**src/rtl/sim_report_pkg.sv**
```systemverilog
// sim_report_pkg: shared write-port address codes, FSM states and watchdog code.
package sim_report_pkg;
  localparam logic [1:0] ADDR_PUSH = 2'd0;
  localparam logic [1:0] ADDR_FINISH = 2'd1;
  localparam logic [1:0] ADDR_KICK = 2'd2;
  localparam logic [1:0] ADDR_RSVD = 2'd3;
  localparam logic [31:0] WDT_CODE = 32'hDEAD_0000;
  typedef enum logic [1:0] {IDLE, HOLD, DONE} state_t;
endpackage

```
**src/rtl/sim_report_if.sv**
```systemverilog
// sim_report_if: firmware write port (valid/ready handshake with address and payload).
interface sim_report_if;
  logic valid;
  logic ready;
  logic [1:0] addr;
  logic [31:0] data;
  modport master(output valid, addr, data, input ready);
  modport slave(input valid, addr, data, output ready);
endinterface

```
**src/rtl/sim_report_fifo.sv**
```systemverilog
// sim_report_fifo: synchronous FIFO with registered read data, loaded on pop.
module sim_report_fifo #(
  parameter int DEPTH = 8,
  parameter int WIDTH = 32
) (
  input  logic                     clk,
  input  logic                     rst,
  input  logic                     push,
  input  logic [WIDTH-1:0]         din,
  input  logic                     pop,
  output logic [WIDTH-1:0]         dout,
  output logic                     full,
  output logic                     empty,
  output logic [$clog2(DEPTH):0]   count
);
  localparam int AW = $clog2(DEPTH);
  logic [WIDTH-1:0] mem [DEPTH];
  logic [AW-1:0] wp, rp;
  logic wr_en, rd_en;
  assign full = count == (AW+1)'(DEPTH);
  assign empty = count == '0;
  assign wr_en = push && !full;
  assign rd_en = pop && !empty;
  always_ff @(posedge clk)
    if (wr_en) mem[wp] <= din;
  always_ff @(posedge clk or posedge rst)
    if (rst) begin
      wp <= '0;
      rp <= '0;
      count <= '0;
      dout <= '0;
    end else begin
      if (wr_en) wp <= wp + 1'b1;
      if (rd_en) begin
        rp <= rp + 1'b1;
        dout <= mem[rp];
      end
      count <= count + (AW+1)'(wr_en) - (AW+1)'(rd_en);
    end
endmodule

```
**src/rtl/sim_report_driver.sv**
```systemverilog
// sim_report_driver: buffers firmware report words, paces them onto sim_report and signals the verdict.
module sim_report_driver
  import sim_report_pkg::*;
#(
  parameter int FIFO_DEPTH = 8,
  parameter int HOLD_CYCLES = 4,
  parameter int WDT_CYCLES = 2_000_000
) (
  input  logic        refclk,
  input  logic        rst,
  sim_report_if.slave wr,
  output logic [31:0] sim_report,
  output logic        sim_done,
  output logic        sim_success,
  output logic        wdt_fired
);
  localparam int AW = $clog2(FIFO_DEPTH);
  localparam int HW = HOLD_CYCLES > 1 ? $clog2(HOLD_CYCLES) : 1;
  localparam int WW = $clog2(WDT_CYCLES);
  state_t state, state_n;
  logic [HW-1:0] hold_cnt;
  logic [WW-1:0] wdt_cnt;
  logic [AW:0] count;
  logic [31:0] head;
  logic finish_pend, fin_ok, show, acc, push, pop, expire, full, empty;
  assign acc = wr.valid && wr.ready;
  assign wr.ready = !full || state == DONE;
  assign push = acc && wr.addr == ADDR_PUSH && state != DONE;
  assign expire = state != DONE && wdt_cnt == WW'(WDT_CYCLES - 1) && !acc;
  sim_report_fifo #(.DEPTH(FIFO_DEPTH), .WIDTH(32)) fifo (
    .clk(refclk), .rst(rst), .push(push), .din(wr.data), .pop(pop),
    .dout(head), .full(full), .empty(empty), .count(count)
  );
  always_ff @(posedge refclk or posedge rst)
    if (rst) state <= IDLE;
    else state <= state_n;
  always_comb begin
    pop = state == IDLE && !empty && !expire;
    state_n = expire ? DONE :
              state == IDLE ? (!empty ? HOLD : finish_pend ? DONE : IDLE) :
              state == HOLD ? (hold_cnt == '0 ? IDLE : HOLD) : DONE;
  end
  // The popped word surfaces one cycle after the pop, once the FIFO read register has it.
  always_ff @(posedge refclk or posedge rst)
    if (rst) begin
      sim_report <= '0;
      sim_done <= 1'b0;
      sim_success <= 1'b0;
      wdt_fired <= 1'b0;
      finish_pend <= 1'b0;
      fin_ok <= 1'b0;
      show <= 1'b0;
      hold_cnt <= '0;
      wdt_cnt <= '0;
    end else begin
      if (acc && wr.addr == ADDR_FINISH && !finish_pend) begin
        finish_pend <= 1'b1;
        fin_ok <= wr.data[0];
      end
      wdt_cnt <= acc ? '0 : state != DONE ? wdt_cnt + 1'b1 : wdt_cnt;
      show <= pop;
      hold_cnt <= pop ? HW'(HOLD_CYCLES - 1) : (state == HOLD && hold_cnt != '0) ? hold_cnt - 1'b1 : hold_cnt;
      if (expire) begin
        sim_report <= WDT_CODE | 32'(count);
        sim_done <= 1'b1;
        sim_success <= 1'b0;
        wdt_fired <= 1'b1;
      end else if (state == IDLE && state_n == DONE) begin
        sim_done <= 1'b1;
        sim_success <= fin_ok;
      end else if (show) begin
        sim_report <= head;
      end
    end
endmodule

```
**src/flat_wrapper.sv**
```systemverilog
// flat-port wrapper written by rule: the top's interface ports become plain ports
module sim_report_driver_flat import sim_report_pkg::*;
#(
  parameter int FIFO_DEPTH = 8,
  parameter int HOLD_CYCLES = 4,
  parameter int WDT_CYCLES = 2_000_000
)
  (refclk, rst, sim_report, sim_done, sim_success, wdt_fired, wr_valid, wr_addr, wr_data, wr_ready);
  sim_report_if wr_i ();
  input  logic refclk;
  input  logic rst;
  output logic [31:0] sim_report;
  output logic sim_done;
  output logic sim_success;
  output logic wdt_fired;
  input wire logic [$bits(wr_i.valid)-1:0] wr_valid;
  input wire logic [$bits(wr_i.addr)-1:0] wr_addr;
  input wire logic [$bits(wr_i.data)-1:0] wr_data;
  output wire logic [$bits(wr_i.ready)-1:0] wr_ready;
  assign wr_i.valid = wr_valid;
  assign wr_i.addr = wr_addr;
  assign wr_i.data = wr_data;
  assign wr_ready = wr_i.ready;
  sim_report_driver #(.FIFO_DEPTH(FIFO_DEPTH), .HOLD_CYCLES(HOLD_CYCLES), .WDT_CYCLES(WDT_CYCLES)) u_core (.refclk(refclk), .rst(rst), .wr(wr_i), .sim_report(sim_report), .sim_done(sim_done), .sim_success(sim_success), .wdt_fired(wdt_fired));
endmodule
```
**config.mk**
```make
export PLATFORM = sky130hd
export DESIGN_NAME = sim_report_driver_flat
export DESIGN_NICKNAME = d
export VERILOG_FILES = /design/src/rtl/sim_report_pkg.sv /design/src/rtl/sim_report_if.sv /design/src/rtl/sim_report_fifo.sv /design/src/rtl/sim_report_driver.sv /design/src/flat_wrapper.sv
export SDC_FILE = /design/constraint.sdc
export NUM_CORES = 1
export LEC_CHECK = 0
export CAP_MARGIN = 20
export CORE_MARGIN = 2
export CORE_UTILIZATION = 45
export DETAILED_ROUTE_END_ITERATION = 6
export GPL_TIMING_DRIVEN = 0
export PLACE_DENSITY_LB_ADDON = 0.25
export SYNTH_ARGS = -nofsm -noshare
export SYNTH_HDL_FRONTEND = slang
export SYNTH_SLANG_ARGS = --single-unit
```
**constraint.sdc**
```tcl
create_clock -name refclk -period 10.4 [get_ports refclk]
set_input_delay 1.56 -clock refclk [delete_from_list [all_inputs] [get_ports refclk]]
set_output_delay 1.56 -clock refclk [all_outputs]
set_load 0.03 [all_outputs]
```
Word-level counts from Yosys, hierarchy flattened

Memories as Yosys holds them, arrays and structs flattened. A register that Yosys moved wholly into a read port is not among the register bits.
Index checks and enable logic that the tools add are counted.

Bits in registers: 73
Bits in writable memories: 256
Input port bits: 37
Memories kept: 1

$add $sub $neg: 6
Eq/ne operators: 8
Muxes and demuxes: 19
Reductions and logical operators: 29

Memory list:

| name            | words | width | read ports | clocked after memory_dff | wr ports | RTL line              | source |
|---|---|---|---|---|---|---|---|
| u_core.fifo.mem | 8     | 32    | 1          | 1                        | 1        | sim_report_fifo.sv:17 | `logic [WIDTH-1:0] mem [DEPTH];` |

Operator list:

| operator                | number |
|---|---|
| $mux W32                | 3 |
| $mux W21                | 2 |
| $add A21 B1 Y21 const B | 1 |
| $eq A21 B21 Y1 const B  | 1 |
| $mux W2                 | 7 |
| $logic_and A1 B1 Y1     | 13 |
| $reduce_bool A2 Y1      | 5 |
| $mux W1                 | 7 |
| $add A3 B1 Y3 const B   | 2 |
| $logic_not A2 Y1        | 3 |
| $logic_not A1 Y1        | 5 |
| $add A4 B1 Y4           | 1 |
| $eq A2 B1 Y1 const B    | 2 |
| $eq A2 B2 Y1 const B    | 2 |
| $eq A4 B4 Y1 const B    | 1 |
| $logic_not A4 Y1        | 1 |
| $sub A4 B1 Y4           | 1 |
| $ne A2 B1 Y1 const B    | 1 |
| $ne A2 B2 Y1 const B    | 1 |
| $reduce_and A2 Y1       | 1 |
| $sub A2 B1 Y2 const B   | 1 |
| $logic_or A1 B1 Y1      | 1 |

Longest topological paths before layout

Word-level depth: 11
Depth in mapped cells: 12
Mapped depth without buffers: 11

Hierarchy

A second synthesis with hierarchy kept.

Cells, all modules: 942
Area total of the unflattened synthesis: 14475.1 um^2

Modules (own cells, without submodules):

| module            | times used | cells each | area an instance (um^2) | seq. area each (um^2) |
|---|---|---|---|---|
| sim_report_fifo   | 1          | 644        | 11563.6                 | 8738.4 |
| sim_report_driver | 1          | 298        | 2911.5                  | 1576.5 |

Worst setup path after synthesis

Ideal clock, no wire load.

Path type: input to register
From: input port wr_addr[1]
To: memory u_core.fifo.mem[0][0], enable pin
Library setup time: 461 ps
Arrival: 4240 ps
Required time: 9939 ps
Setup slack: 5699 ps
Cell stages on the path: 4
Buffers on the path: 0
Path through: nor2_1 and4_1 nand2b_1 nor3_1

Word-level cells in the longest chain between the ends: 6

Ends and longest elaborated chain:

| what                              | RTL line                | source |
|---|---|---|
| start, declared                   | flat_wrapper.sv:17      | `input wire logic [$bits(wr_i.addr)-1:0] wr_addr;` |
| $logic_not A2 Y1                  | sim_report_driver.sv:28 | `assign push = acc && wr.addr == ADDR_PUSH && state != DONE;` |
| $logic_and A1 B1 Y1 (2 in series) | sim_report_driver.sv:28 |  |
| $logic_and A1 B1 Y1               | sim_report_fifo.sv:22   | `assign wr_en = push && !full;` |
| $mux W1                           | sim_report_fifo.sv:25   | `if (wr_en) mem[wp] <= din;` |
| $mux W1 (implied by the code)     | sim_report_fifo.sv:25   |  |
| end, declared                     | sim_report_fifo.sv:17   |  |

Every way passes these cells.

Worst setup path in the final report

From: input port wr_valid
To: register u_core.fifo.count[2]

Word-level cells in the longest chain between the ends: 7
Elaborated cells on any way between the ends: 11
Those cells by class: add/sub: 2; reduce/logical: 9

Ends and longest elaborated chain:

| what                  | RTL line                | source |
|---|---|---|
| start, declared       | flat_wrapper.sv:16      | `input wire logic [$bits(wr_i.valid)-1:0] wr_valid;` |
| $logic_and A1 B1 Y1   | sim_report_driver.sv:26 | `assign acc = wr.valid && wr.ready;` |
| $logic_not A1 Y1      | sim_report_driver.sv:29 | `assign expire = state != DONE && wdt_cnt == WW'(WDT_CYCLES - 1) && !acc;` |
| $logic_and A1 B1 Y1   | sim_report_driver.sv:29 |  |
| $logic_not A1 Y1      | sim_report_driver.sv:38 | `pop = state == IDLE && !empty && !expire;` |
| $logic_and A1 B1 Y1   | sim_report_driver.sv:38 |  |
| $logic_and A1 B1 Y1   | sim_report_fifo.sv:23   | `assign rd_en = pop && !empty;` |
| via u_core.fifo.rd_en | sim_report_fifo.sv:19   | `logic wr_en, rd_en;` |
| $sub A4 B1 Y4         | sim_report_fifo.sv:38   | `count <= count + (AW+1)'(wr_en) - (AW+1)'(rd_en);` |
| end signal, assigned  | sim_report_fifo.sv:38   |  |
| end, declared         | sim_report_fifo.sv:14   | `output logic [$clog2(DEPTH):0] count` |

The timed path passes the listed nets, and every way through them passes these cells.
A chain may end at the register's enable or synchronous reset.

==> flow_summary.ini <==
[place]
io_buffers = 72
place_congestion = 0.749
place_ws_ps = 5930
hpwl_um = 19000

[clocking]
clock-sinks = 361
tritoncts = done
postCtsSetupRepairBufs = 0
cts.clk_slew.worst_paths_ps = 60
ctsResizeCount = 0
cts_buffers = 38
ctsHoldBuffers = 0
root_buffer = clkbuf_16
clk_latency_ps = 540
cts_htree_levels = 2
cts.path.max_buffers = 3

[critical_path]
cp.required_ps = 10810
crit_fanout = 10
worst-setup-path-type = in2reg
r2r-end = u_core.fifo.count[2]
critPathArrivalTime_ps = 4370
worst_r2r_path_depth = 12
r2r_setup_slack_ps = 7000
rr_startpoint = u_core.fifo.count[2]
worstSetupStartpointType = input pin
end_kind = flip-flop

[synth]
synthFlopType = edfxtp_1
syn_area_um2 = 14400
synthArstFlopShare_pct = 29.1
synth_largest_area_cell = edfxtp_1
netlist.area_leader.share_pct = 53.5
seq_area_frac_synth_pct = 71.8
synthCells = 799
synth_edf_count = 256
postSynthNetCount = 847
syn_avg_cell_area_um2 = 18.0
yosys.cell_types.count = 49
synth_area_leaders = edfxtp_1 (54%), dfrtp_1 (18%), mux4_2 (10%), mux2_2 (3.1%), mux2_4 (2.8%)
ys_seq_elements = 361
synth_warnings = 0

[hold_path]
min_path_type = reg2reg
hp-start = u_core.wdt_fired
min_path_cells = 1
min_to = u_core.wdt_fired

[layout]
final_nets = 975
syn_to_final_growth_pct = 20.3
fillers = 2417
drive_gt1_share_pct = 25.0
final_core_util_pct = 54.9
n_antenna_cell = 0

[power_and_ir_drop]
total_leakage_power_nw = 6.12
cellPowerDensity_nw_per_um2 = 278
vdd_drop_max_uv = 158

[sta]
fin_skew_ps = 21.2
worst_pin_slew_ps = 831
period_minus_slack_ps = 3960
setup_slack_ps = 6440
period_share_pct = 38.0
drv_slew = 0
fmax_mhz = 253
setup-tns-final_ps = 0
hold_violations = 0
setup_violations = 0
relSlewSlack_pct = 44.3
hold-worst-slack_ps = 467
rsz0062_at_grt = no

[grt]
grt_pass1_wl_um = 46200
grt_pass1_vias = 7637
antenna_found_initial = 0
grtUsageTotal_pct = 18.6
overflow = 0
grt_max_degree = 69

[detailed_routing]
top_layer_used = met4
vias_per_cell = 5.46
drt_iter0_drc = 561
ant_nets = 0
wl_per_cell_um = 22.2
wirelength_um = 30100
drc_errors = 0
drt-met1-wl_um = 13900
routed-wl-met3_um = 1460
dr.pass1.iters = 7
met2RoutedLength_um = 14300
dr_total_vias = 7418

[floorplanning]
fp.coreArea_um2 = 31500
num_rows = 65
die_h_um = 183
dieArea_um2 = 33400
fp.dieW_um = 183
pin_count = 73
start_util_pct = 45.6

[run_status]
status = complete, no violations

[run]
cap_viol_max_count = 0
-- synthesized netlist by cell type (4+ instances only) --
| cell type | number |
|---|---|
| mux2_4 | 27 |
| buf_2 | 8 |
| inv_1 | 15 |
| nor2_1 | 21 |
| xor2_1 | 4 |
| xnor2_1 | 11 |
| nand2_1 | 76 |
| o31ai_1 | 6 |
| nand2b_1 | 7 |
| edfxtp_1 | 256 |
| a21oi_1 | 32 |
| or4_1 | 5 |
| mux2i_1 | 5 |
| or3_1 | 8 |
| nand3_1 | 20 |
| nor3_1 | 4 |
| mux4_2 | 64 |
| mux2_2 | 39 |
| clkbuf_1 | 24 |
| and4_1 | 4 |
| o21ai_0 | 12 |
| dfrtp_1 | 105 |
| ha_1 | 10 |
-- where the power goes --
| group | internal [mW] | total, mW | leakage, nW | switching, mW |
|---|---|---|---|---|
| logic | 0.741 | 1.48 | 1.85 | 0.738 |
| registers | 1.74 | 1.86 | 3.59 | 0.121 |
| clock network | 0.897 | 1.46 | 0.678 | 0.560 |
-- cells by family after synthesis --
family	count (synthesis)	share of synthesized area [%]
AND/OR/NAND/NOR	166	5.85
multiplexers	135	16.3
flip-flops	361	71.8
XOR/XNOR	15	0.915
adder cells (fa/ha/maj)	11	1.01
AO/OA/AOI/OAI	58	2.51
buffers and inverters	53	1.61
-- worst max path at each step --
stage / start / slack, ps / endpoint / cells past startpoint
global placement: wr_valid / 2420 / u_core.fifo.mem[1][19] / 4
floorplan: wr_addr[1] / 5700 / u_core.fifo.mem[0][0] / 4
finish: wr_valid / 6440 / u_core.fifo.count[2] / 10
detailed placement: wr_valid / 5930 / u_core.fifo.count[2] / 10
CTS: wr_valid / 6460 / u_core.fifo.count[2] / 10
global route: wr_valid / 6300 / u_core.fifo.count[2] / 10
-- per-stage QoR --
step / std cells / instance area [µm²] / total power, mW
after floorplan: 799 / 14400 / 2.92
after global placement: 1273 / 15600 / 3.35
after detailed placement: 1288 / 15900 / 3.39
after CTS: 1358 / 17300 / 4.85
after global routing: 1359 / 17300 / 5.02
final: 1359 / 17300 / 4.80
-- state kept, by name (all words and copies together) (netlist names) --
name                count
u_core.hold_cnt         2
u_core.show             1
u_core.fifo.dout       32
u_core.wdt_cnt         21
u_core.fifo.mem       256
u_core.state            2
u_core.fifo.count       4
u_core.fin_ok           1
u_core.wdt_fired        1
u_core.sim_report      32
u_core.finish_pend      1
u_core.sim_success      1
u_core.fifo.rp          3
u_core.fifo.wp          3
u_core.sim_done         1
-- layer usage --
layer	vias up	global-route usage, %
met2	192	29.5
met4	0	4.35
met5	-	0
li1	3355	-
met3	37	2.95
met1	3834	27.5
-- critical path: stages --
cell and delay, ps:
clkdlybuf4s50_1 550, a2111oi_4 700, a21oi_4 240, buf_6 240, ha_1 280, inv_1 50
ha_1 150, inv_1 60, fa_1 390, xnor2_1 140
-- placed cells by master, fill, tap and decap left out, types with 15 or more instances in the layout --
cell             instances
clkdlybuf4s50_1         72
edfxtp_1               256
clkbuf_16               40
mux2_4                  27
nor2_1                  15
dfrtp_1                105
nand3_1                 20
clkbuf_1                27
mux4_2                  64
a21oi_1                 32
nand2_1                 76
mux2_2                  39
-- final cells by class --
cell class | count | area [µm²] | share of cell area, %
buffer | 38 | 175 | 1.01
clock buffer | 49 | 1090 | 6.34
inverter | 15 | 61.3 | 0.355
clock inverter | 21 | 280 | 1.62
multi-input combinational | 385 | 3870 | 22.4
tap | 402 | 503 | 2.91
sequential | 361 | 10300 | 59.7
timing repair buffer | 88 | 977 | 5.66
No activity file was read; power rests on OpenSTA's default activity.
